[src/rtl/imuldiv_div_client.sv]
// imuldiv_div_client
// Requester side of the iterative divider val/rdy protocol. One divide or
// remainder op is held at a time: it is latched from the pipeline, issued as
// a divreq, the 64-bit divresp is narrowed to quotient or remainder, and the
// result goes out as a tagged writeback. The round-trip latency of the most
// recent divider transaction is kept for perf counters.
//
// Every val/rdy output comes straight from a flop, decoded from the next
// state. No val output therefore depends combinationally on its rdy input.

module imuldiv_div_client #(
    parameter int TAG_W = 5,
    parameter int LAT_W = 8
) (
    input  logic             clk,
    input  logic             reset,

    // Upstream op interface
    input  logic             op_val,
    output logic             op_rdy,
    input  logic             op_fn,
    input  logic             op_rem,
    input  logic [31:0]      op_a,
    input  logic [31:0]      op_b,
    input  logic [TAG_W-1:0] op_tag,

    // Divider request
    output logic             divreq_msg_fn,
    output logic [31:0]      divreq_msg_a,
    output logic [31:0]      divreq_msg_b,
    output logic             divreq_val,
    input  logic             divreq_rdy,

    // Divider response: {remainder, quotient}
    input  logic [63:0]      divresp_msg_result,
    input  logic             divresp_val,
    output logic             divresp_rdy,

    // Writeback
    output logic             wb_val,
    input  logic             wb_rdy,
    output logic [31:0]      wb_data,
    output logic [TAG_W-1:0] wb_tag,

    // Status
    output logic [LAT_W-1:0] lat_last,
    output logic             busy
);

    typedef enum logic [1:0] {
        IDLE  = 2'd0,
        ISSUE = 2'd1,
        WAIT  = 2'd2,
        WB    = 2'd3
    } state_t;

    localparam logic [LAT_W-1:0] LAT_MAX = '1;
    localparam logic [LAT_W-1:0] LAT_ONE = {{(LAT_W-1){1'b0}}, 1'b1};

    // Control state
    state_t           state_q, state_d;

    // Latched operation
    logic             fn_q,  fn_d;
    logic             rem_q, rem_d;
    logic [31:0]      a_q,   a_d;
    logic [31:0]      b_q,   b_d;
    logic [TAG_W-1:0] tag_q, tag_d;

    // Latency tracking
    logic [LAT_W-1:0] lat_cnt_q,  lat_cnt_d;
    logic [LAT_W-1:0] lat_last_q, lat_last_d;
    logic [LAT_W-1:0] lat_inc;

    // Writeback payload
    logic [31:0]      wb_data_q, wb_data_d;
    logic [TAG_W-1:0] wb_tag_q,  wb_tag_d;

    // Registered handshake outputs
    logic             op_rdy_q,      op_rdy_d;
    logic             divreq_val_q,  divreq_val_d;
    logic             divresp_rdy_q, divresp_rdy_d;
    logic             wb_val_q,      wb_val_d;
    logic             busy_q,        busy_d;

    // Transfer strobes, qualified by our own registered val/rdy
    logic             op_fire;
    logic             req_fire;
    logic             resp_fire;
    logic             wb_fire;
    logic [31:0]      result_sel;

    assign op_fire   = op_rdy_q      & op_val;
    assign req_fire  = divreq_val_q  & divreq_rdy;
    assign resp_fire = divresp_rdy_q & divresp_val;
    assign wb_fire   = wb_val_q      & wb_rdy;

    // Saturating increment: the counter parks at all-ones instead of wrapping
    assign lat_inc = (lat_cnt_q == LAT_MAX) ? LAT_MAX : (lat_cnt_q + LAT_ONE);

    // Pick the half of the divider response the op asked for; no arithmetic
    assign result_sel = rem_q ? divresp_msg_result[63:32] : divresp_msg_result[31:0];

    // Next-state, datapath and registered-output decode
    always_comb begin
        state_d    = state_q;
        fn_d       = fn_q;
        rem_d      = rem_q;
        a_d        = a_q;
        b_d        = b_q;
        tag_d      = tag_q;
        lat_cnt_d  = lat_cnt_q;
        lat_last_d = lat_last_q;
        wb_data_d  = wb_data_q;
        wb_tag_d   = wb_tag_q;

        case (state_q)
            IDLE: begin
                if (op_fire) begin
                    fn_d      = op_fn;
                    rem_d     = op_rem;
                    a_d       = op_a;
                    b_d       = op_b;
                    tag_d     = op_tag;
                    lat_cnt_d = '0;
                    state_d   = ISSUE;
                end
            end
            ISSUE: begin
                lat_cnt_d = lat_inc;
                if (req_fire) begin
                    state_d = WAIT;
                end
            end
            WAIT: begin
                lat_cnt_d = lat_inc;
                if (resp_fire) begin
                    wb_data_d  = result_sel;
                    wb_tag_d   = tag_q;
                    // lat_inc already includes this response cycle
                    lat_last_d = lat_inc;
                    state_d    = WB;
                end
            end
            WB: begin
                if (wb_fire) begin
                    state_d = IDLE;
                end
            end
            default: begin
                state_d = IDLE;
            end
        endcase

        // Handshake outputs follow the state we are about to enter
        op_rdy_d      = (state_d == IDLE);
        divreq_val_d  = (state_d == ISSUE);
        divresp_rdy_d = (state_d == WAIT);
        wb_val_d      = (state_d == WB);
        busy_d        = (state_d != IDLE);
    end

    // State and output registers with synchronous reset
    always_ff @(posedge clk) begin
        if (reset) begin
            state_q       <= IDLE;
            fn_q          <= 1'b0;
            rem_q         <= 1'b0;
            a_q           <= '0;
            b_q           <= '0;
            tag_q         <= '0;
            lat_cnt_q     <= '0;
            lat_last_q    <= '0;
            wb_data_q     <= '0;
            wb_tag_q      <= '0;
            op_rdy_q      <= 1'b1;
            divreq_val_q  <= 1'b0;
            divresp_rdy_q <= 1'b0;
            wb_val_q      <= 1'b0;
            busy_q        <= 1'b0;
        end else begin
            state_q       <= state_d;
            fn_q          <= fn_d;
            rem_q         <= rem_d;
            a_q           <= a_d;
            b_q           <= b_d;
            tag_q         <= tag_d;
            lat_cnt_q     <= lat_cnt_d;
            lat_last_q    <= lat_last_d;
            wb_data_q     <= wb_data_d;
            wb_tag_q      <= wb_tag_d;
            op_rdy_q      <= op_rdy_d;
            divreq_val_q  <= divreq_val_d;
            divresp_rdy_q <= divresp_rdy_d;
            wb_val_q      <= wb_val_d;
            busy_q        <= busy_d;
        end
    end

    assign op_rdy        = op_rdy_q;
    assign divreq_val    = divreq_val_q;
    assign divreq_msg_fn = fn_q;
    assign divreq_msg_a  = a_q;
    assign divreq_msg_b  = b_q;
    assign divresp_rdy   = divresp_rdy_q;
    assign wb_val        = wb_val_q;
    assign wb_data       = wb_data_q;
    assign wb_tag        = wb_tag_q;
    assign lat_last      = lat_last_q;
    assign busy          = busy_q;

endmodule

[config.mk]
export PLATFORM = sky130hd
export DESIGN_NAME = imuldiv_div_client
export DESIGN_NICKNAME = d
export VERILOG_FILES = /design/src/rtl/imuldiv_div_client.sv
export SDC_FILE = /design/constraint.sdc
export NUM_CORES = 1
export LEC_CHECK = 0
export ABC_AREA = 1
export CAP_MARGIN = 5
export CORE_MARGIN = 3
export CORE_UTILIZATION = 40
export CTS_BUF_LIST = sky130_fd_sc_hd__clkbuf_8
export CTS_CLUSTER_SIZE = 14
export DETAILED_ROUTE_END_ITERATION = 10
export DONT_BUFFER_PORTS = 1
export SLEW_MARGIN = 20
export SYNTH_ARGS = -nofsm -noshare
export SYNTH_HDL_FRONTEND = slang
export SYNTH_SLANG_ARGS = --single-unit
[constraint.sdc]
create_clock -name clk -period 2.8 [get_ports clk]
set_input_delay 0.42 -clock clk [delete_from_list [all_inputs] [get_ports clk]]
set_output_delay 0.42 -clock clk [all_outputs]
set_load 0.01 [all_outputs]
# --- After elaboration in Yosys (flattened, before gate mapping) ---
# Cells that the tools add are included.
classes:
  n_addsub: 1
  n_reduce_logical: 8
  n_eq_ne: 8
  bitwise: 4
  mux: 9
ops:
  columns: ["cell", "n"]
  rows:
  - ["32-bit 2-to-1 mux", 1]
  - ["8-bit 2-to-1 mux", 2]
  - ["8-bit case mux with 2 select lines", 1]
  - ["8-bit by 1-bit adder with 8-bit output, second input constant", 1]
  - ["2-bit == test, second input constant", 4]
  - ["8-bit == test, second input constant", 1]
  - ["2-bit 2-to-1 mux", 4]
  - ["2-bit case mux with 4 select lines", 1]
  - ["2-bit AND reduction", 3]
  - ["1-bit AND", 4]
  - ["2-bit by 1-bit == test with 1-bit output, second input constant", 2]
  - ["2-bit zero test", 2]
  - ["2-bit nonzero test", 2]
  - ["2-bit != test, second input constant", 1]
  - ["2-bit OR reduction", 1]
totals:
  word_cells: 45
  input_bits: 141
  regBits: 131
  output_inout_bits: 115

# --- Longest topological paths before layout ---
# Gate-level depths: netlist of the first run.
depth:
  ltp_word: 4
  mapped_depth: 9
  ltp_nobuf: 9

# --- Worst setup path before layout of the first run ---
# Ideal clock, no wire load.
synth_path:
  kind: "reg2reg"
  start: "reg state_q[0]"
  end: "reg lat_cnt_q[0]"
  setup_ps: 66
  required_ps: 2734
  synth_period_minus_slack_ps: 1377
  path_buffers: 1
  stages_incl_launch_ff: 9
  t_arrival_ps: 1311
  path_slack_ps: 1423
  path_cell_list: "dfxtp_1 inv_1 ha_1 buf_2 nand2_2 o21ai_1 inv_2 nand2_1 a21oi_2"
synth_between:
  elab_chain_len: 4
  elab_cells_between_ends: 8
  cone_classes: "eq/ne: 3; mux: 1; reduce/logical: 4"
synth_rtl:
  columns: ["item", "line_no", "source"]
  rows:
  - ["start: declaration", "61", "state_t state_q, state_d;"]
  - ["start signal: assignment", "182", "state_q <= state_d;"]
  - ["2-bit == test / 2-bit by 1-bit == test with 1-bit output (equally long branches)", "117", "case (state_q)"]
  - ["2-bit OR reduction (no source line)", null, null]
  - ["2-bit nonzero test (no source line)", null, null]
  - ["2-bit AND reduction (no source line)", null, null]
  - ["end signal: assignment", "188", "lat_cnt_q <= lat_cnt_d;"]
  - ["end: declaration", "71", "logic [LAT_W-1:0] lat_cnt_q, lat_cnt_d;"]
# Several ways; a longest one is shown, not always the timed one.
# A chain may end at the register's enable or synchronous reset.

# --- Final worst setup path of the first run ---
layout_path:
  start: "reg state_q[0]"
  end: "reg wb_data_q[10] (netlist: wb_data[10])"
layout_between:
  elab_chain_len: 2
layout_rtl:
  columns: ["item", "line_no", "source"]
  rows:
  - ["2-bit == test", "117", null]
  - ["2-bit AND reduction (no source line)", null, null]
  - ["end signal: assignment", "190", "wb_data_q <= wb_data_d;"]
  - ["end: declaration", "76", "logic [31:0] wb_data_q, wb_data_d;"]
# No other way between the ends.

==> results.ini, run 1 <==
[status]
outcome = completed

[setup_path]
cp.required_ns = 3.16
start_kind = flip-flop
cp-end-kind = flip-flop
cp.arrival_ns = 2.44
critPathMaxFanout = 56
r2r-start = state_q[0]
crit_start = state_q[0]
r2r_slack_ns = 0.72
worst-setup-path-type = flip-flop to flip-flop

[placement]
placedInstanceArea_um2 = 5251
dp_hpwl_um = 9502
numPlacedInstances = 795
port_buffers = 0
gp_congestion = 0.8582

[clock_tree]
clk_pin_slew_ns = 0.08
h-tree-depth = 4
clk_latency_ns = 0.44
cts_root_buffer = clkbuf_8
ctsResizeCount = 0
cts_sinks = 131
cts_tree = built
clk_path_buf_depth = 2
cts_hold_buffers = 0
cts_buffers = 17
post_cts_buffers = 0

[synth]
seq_area_frac_synth = 0.5032
ys_ff_latch = 131
avgSynthCellArea_um2 = 7.790
synth_fp_nets = 816
ys_warn_count = 0
synth_cells = 669
yosysUniqueCellTypes = 26
syn_area_um2 = 5211

[final_layout]
final_nets = 789
area_delta_synth_final_pct = 9.460
drive_above_1_share = 0.09618
final-instance-count-excl-fill = 827
final_cell_area_um2 = 5704
antenna_cells = 0

[sta]
finalSetupTns_ns = 0
relSlewSlack = 0.5141
final-hold-violation-count = 0
fmax_mhz = 481.0
whs_ns = 0.04745
setup_viol = 0
period_needed_ns = 2.079
skew_ns = 0.008243
rsz0062_at_grt = false
period_share = 0.7424
tightest_slew_ns = 0.7288
finalMaxSlewViolations = 0

[routing]
vias = 4438
vias_per_cell = 5.366
final_antenna_net_count = 0
route.detailed.drc = 0
met2_length_um = 6783
highest_layer = met4
m1WireLength_um = 5479
first_iter_violations = 262
dr.pass1.iters = 5
wl_um = 13640
routedWlPerCell_um = 16.50
wl_met3_um = 1112

[floorplan]
fp.dieArea_um2 = 14430
initial_core_util = 0.4113
dieWidth_um = 120.1
fp-row-count = 41
die_h_um = 120.1
io_pins = 256
core-area_um2 = 12670

[job]
maxCapViolations = 0

[min_path]
worstHoldStart = reset
hold_class = input pin to flip-flop

[power]
leakagePower_nw = 2.154
power.density_nw_per_um2 = 990.6
ir_drop_v = 0.0005904

[global_route]
antenna_found_initial = 0
grt_pass1_vias = 4333
grt_pass1_wl_um = 21600
grt_usage = 0.1860
grt_max_degree = 85
grt-ovfl-total = 0

layout by cell type, fill, tap and decap left out, drive strengths merged:
cell,n
clkbuf,20
a21oi,86
ha,6
a31oi,32
o21ai,45
clkinv,6
nand4,1
o21a,2
nand3,85
o21bai,4
dfxtp,131
clkinvlp,1
inv,27
nand2,187
nor2,11
buf,5
bufinv,4
xor2,2
synth_stat cells:
library cell,n,area (um2)
nand2_1,183,686.9
dfxtp_1,131,2623
nand3_1,81,405.4
a21oi_1,79,395.4
o21ai_1,41,205.2
buf_2,36,180.2
a31oi_1,32,200.2
inv_1,18,67.56
clkbuf_1,12,45.04
nor2_1,10,37.54
inv_2,8,30.03
a21oi_2,6,52.55
ha_1,6,75.07
nand2_2,4,25.02
o21bai_1,4,30.03
nand3_2,3,30.03
o21ai_0,3,15.01
buf_1,2,7.510
o21a_1,2,15.01
xor2_1,2,17.52
a21oi_4,1,16.27
buf_4,1,7.510
nand3_4,1,17.52
nand4_1,1,6.260
nor2_4,1,11.26
o21ai_2,1,8.760
layer usage:
layer  vias to the layer above  global-route usage
met3                        20             0.06833
li1                       2206                   -
met4                         0             0.08232
met1                      2051              0.2272
met5                         -                   0
met2                       161              0.2936
per-stage QoR:
step / total power, W / setup WS, ns / utilization
after floorplan: 0.003656 / 1.423 / -
after global placement: 0.003886 / 0.8134 / 0.4144
after detailed placement: 0.003932 / 0.7480 / 0.4144
after CTS: 0.005716 / 0.7353 / 0.4502
after global routing: 0.006040 / 0.5118 / 0.4502
final: 0.005650 / 0.7212 / 0.4502
worst max-delay path, cell delays in order, from the launching register on:
cell and delay [ns]:
dfxtp_1 0.35, inv_1 0.15, ha_1 0.22, nand3_2 0.27, inv_2 0.44, buf_12 0.29
o21ai_1 0.08, a31oi_1 0.18
final cells by class:
type | instances | area (um2)
Tap cell | 172 | 215.2
Clock buffer | 20 | 275.3
Fill cell | 1311 | 6967
Clock inverter | 12 | 177.7
Sequential cell | 131 | 2623
Timing Repair Buffer | 5 | 62.56
Multi-Input combinational cell | 461 | 2253
Inverter | 26 | 97.59
report_power, final:
group / total, W / switching (W) / internal, W
sequential: 0.00246 / 0.000315 / 0.00215
combinational: 0.00141 / 0.00100 / 0.000409
clock: 0.00178 / 0.000733 / 0.00104
sequential cells by signal, summed over array words and instances, names as in the netlist:
| signal | flops |
|---|---|
| tag_q | 5 |
| divreq_msg_b | 32 |
| divreq_val | 1 |
| state_q | 2 |
| busy | 1 |
| rem_q | 1 |
| lat_last | 8 |
| wb_val | 1 |
| lat_cnt_q | 8 |
| wb_data | 32 |
| divreq_msg_a | 32 |
| op_rdy | 1 |
| divreq_msg_fn | 1 |
| divresp_rdy | 1 |
| wb_tag | 5 |
cell families (layout without fill, tap and decap cells):
group,count (synthesis),count (layout),share of synthesized area
compound gates,169,169,0.1801
xor+xnor,2,2,0.003362
fa+ha+maj,6,6,0.01441
buf+inv,77,63,0.06483
flops,131,131,0.5032
simple gates,284,284,0.2341
worst paths after layout:
kind                       to  cells after the start
max               wb_data[10]                      7
max reg2reg       wb_data[10]                      7
min reg2reg         wb_tag[0]                      2
min          divreq_msg_a[14]                      1
Note: power is estimated with default switching activity, not from simulation.
==> run 2: changes to the inputs <==
Clock period 2.8 ns to 1.77 ns, I/O delays scaled along.
==> run 2 against run 1 <==
  * The flow now finishes with violations (negative hold slack)
  * Clock power up 44%
  * Fmax up 28%
  * Sequential share of layout area down 5.1 points
  * Cell count up 8.5%
  * Combinational power up 81%
  * Non-clock buffer count up 72
  * Sequential power up 60%
  * Utilization up 5.6 points
  * Power up 60%
  * Critical endpoint is now divreq_msg_b[30]
==> results.ini, run 2 (synthesis results as in run 1) <==
[power]
p_total_w = 0.009059
leakagePower_nw = 2.466
power.density_nw_per_um2 = 1413
ir_drop_v = 0.0007450

[setup_path]
worst-setup-path-type = flip-flop to flip-flop
start_kind = flip-flop
cp-end-kind = flip-flop
cp.arrival_ns = 1.98
cp.required_ns = 2.12
critPathMaxFanout = 40
r2r-start = state_q[1]
crit_start = state_q[1]

[routing]
routedWlPerCell_um = 17.44
first_iter_violations = 322
vias_per_cell = 5.423
dr.pass1.iters = 5
final_antenna_net_count = 0
route.detailed.drc = 0
wl_um = 15650
vias = 4864

[sta]
finalMaxSlewViolations = 0
skew_ns = 0.006691
tightest_slew_ns = 0.5708
finalSetupTns_ns = 0
setup_viol = 0
rsz0062_at_grt = false
fmax_mhz = 615.2
final-hold-violation-count = 83
whs_ns = -0.1059
relSlewSlack = 0.6189
period_share = 0.9184
period_needed_ns = 1.626

[floorplan]
fp.dieArea_um2 = 14430
die_h_um = 120.1
initial_core_util = 0.4113
core-area_um2 = 12670
fp-row-count = 41
dieWidth_um = 120.1
io_pins = 256

[status]
failed_checks = negative hold slack
outcome = finished, violations left

[clock_tree]
cts_buffers = 17
cts_hold_buffers = 64
cts_tree = built
clk_pin_slew_ns = 0.07
ctsResizeCount = 0
clk_latency_ns = 0.43
clk_path_buf_depth = 2
cts_root_buffer = clkbuf_8
post_cts_buffers = 0
cts_sinks = 131
h-tree-depth = 4

[global_route]
grt_pass1_wl_um = 23890
grt_max_degree = 85
grt-ovfl-total = 0
antenna_found_initial = 0
grt_usage = 0.2070
grt_pass1_vias = 4740

[placement]
gp_congestion = 0.8576
dp_hpwl_um = 9813
port_buffers = 0

[final_layout]
area_delta_synth_final_pct = 23.03
final_nets = 861
nFillCells = 1196
layout_common_cells = 183 x nand2_1, 131 x dfxtp_1, 81 x nand3_1
final_common_cell = nand2_1
drive_above_1_share = 0.08840

[job]
maxCapViolations = 0

[min_path]
worstHoldStart = reset
hold_class = input pin to flip-flop

run 2: where the power goes:
group / internal [W] / leakage (nW) / switching [W]
Clock: 0.00150 / 0.215 / 0.00107
Sequential: 0.00340 / 1.06 / 0.000539
Combinational: 0.000895 / 1.19 / 0.00166
run 2: final cells by class:
cell class / count / area, um2 / share of cell area
inverters: 26 / 97.59 / 0.01522
clock buffers: 21 / 289.0 / 0.04508
well taps: 172 / 215.2 / 0.03357
repair buffers: 77 / 818.3 / 0.1276
multi-input cells: 461 / 2253 / 0.3515
clock inverters: 8 / 112.6 / 0.01756
flip-flops and latches: 131 / 2623 / 0.4091
diodes: 1 / 2.502 / 0.0003903
run 2: layer usage:
layer  wire (um)  up-vias  GRT usage  part of all wire
met5           0        -          0                 0
met4         416        0    0.08805             0.027
met3        1311       40    0.08011             0.084
met2        7858      252     0.3390              0.50
met1        6060     2233     0.2415              0.39
li1            -     2339          -                 -
run 2: final timing paths:
| path | end | slack [ns] | cells after the start |
|---|---|---|---|
| setup / recovery | divreq_msg_b[30] | 0.14 | 6 |
| hold / removal | divreq_msg_a[21] | -0.11 | 1 |
| setup reg to reg | divreq_msg_b[30] | 0.14 | 6 |
| hold reg to reg | tag_q[4] | 0.46 | 2 |
run 2: through the flow:
stage	worst slack (ns)	instance area, um2	utilization	hold WS, ns	std cells
2_1_floorplan	0.3931	5211	-	0.4258	669
3_3_place_gp	0.2244	5341	0.4215	0.3382	802
3_5_place_dp	0.1636	5341	0.4215	0.3405	802
4_1_cts	0.1443	6384	0.5038	-0.1452	895
5_1_grt	0.0005682	6409	0.5058	-0.1460	896
6_report	0.1444	6411	0.5060	-0.1059	897
run 2: worst max-delay path: stages, from the launching register on:
cell,delay (ns)
dfxtp_1,0.42
inv_1,0.14
ha_2,0.23
nand2_2,0.26
buf_12,0.24
nand2_1,0.08
a21oi_1,0.17
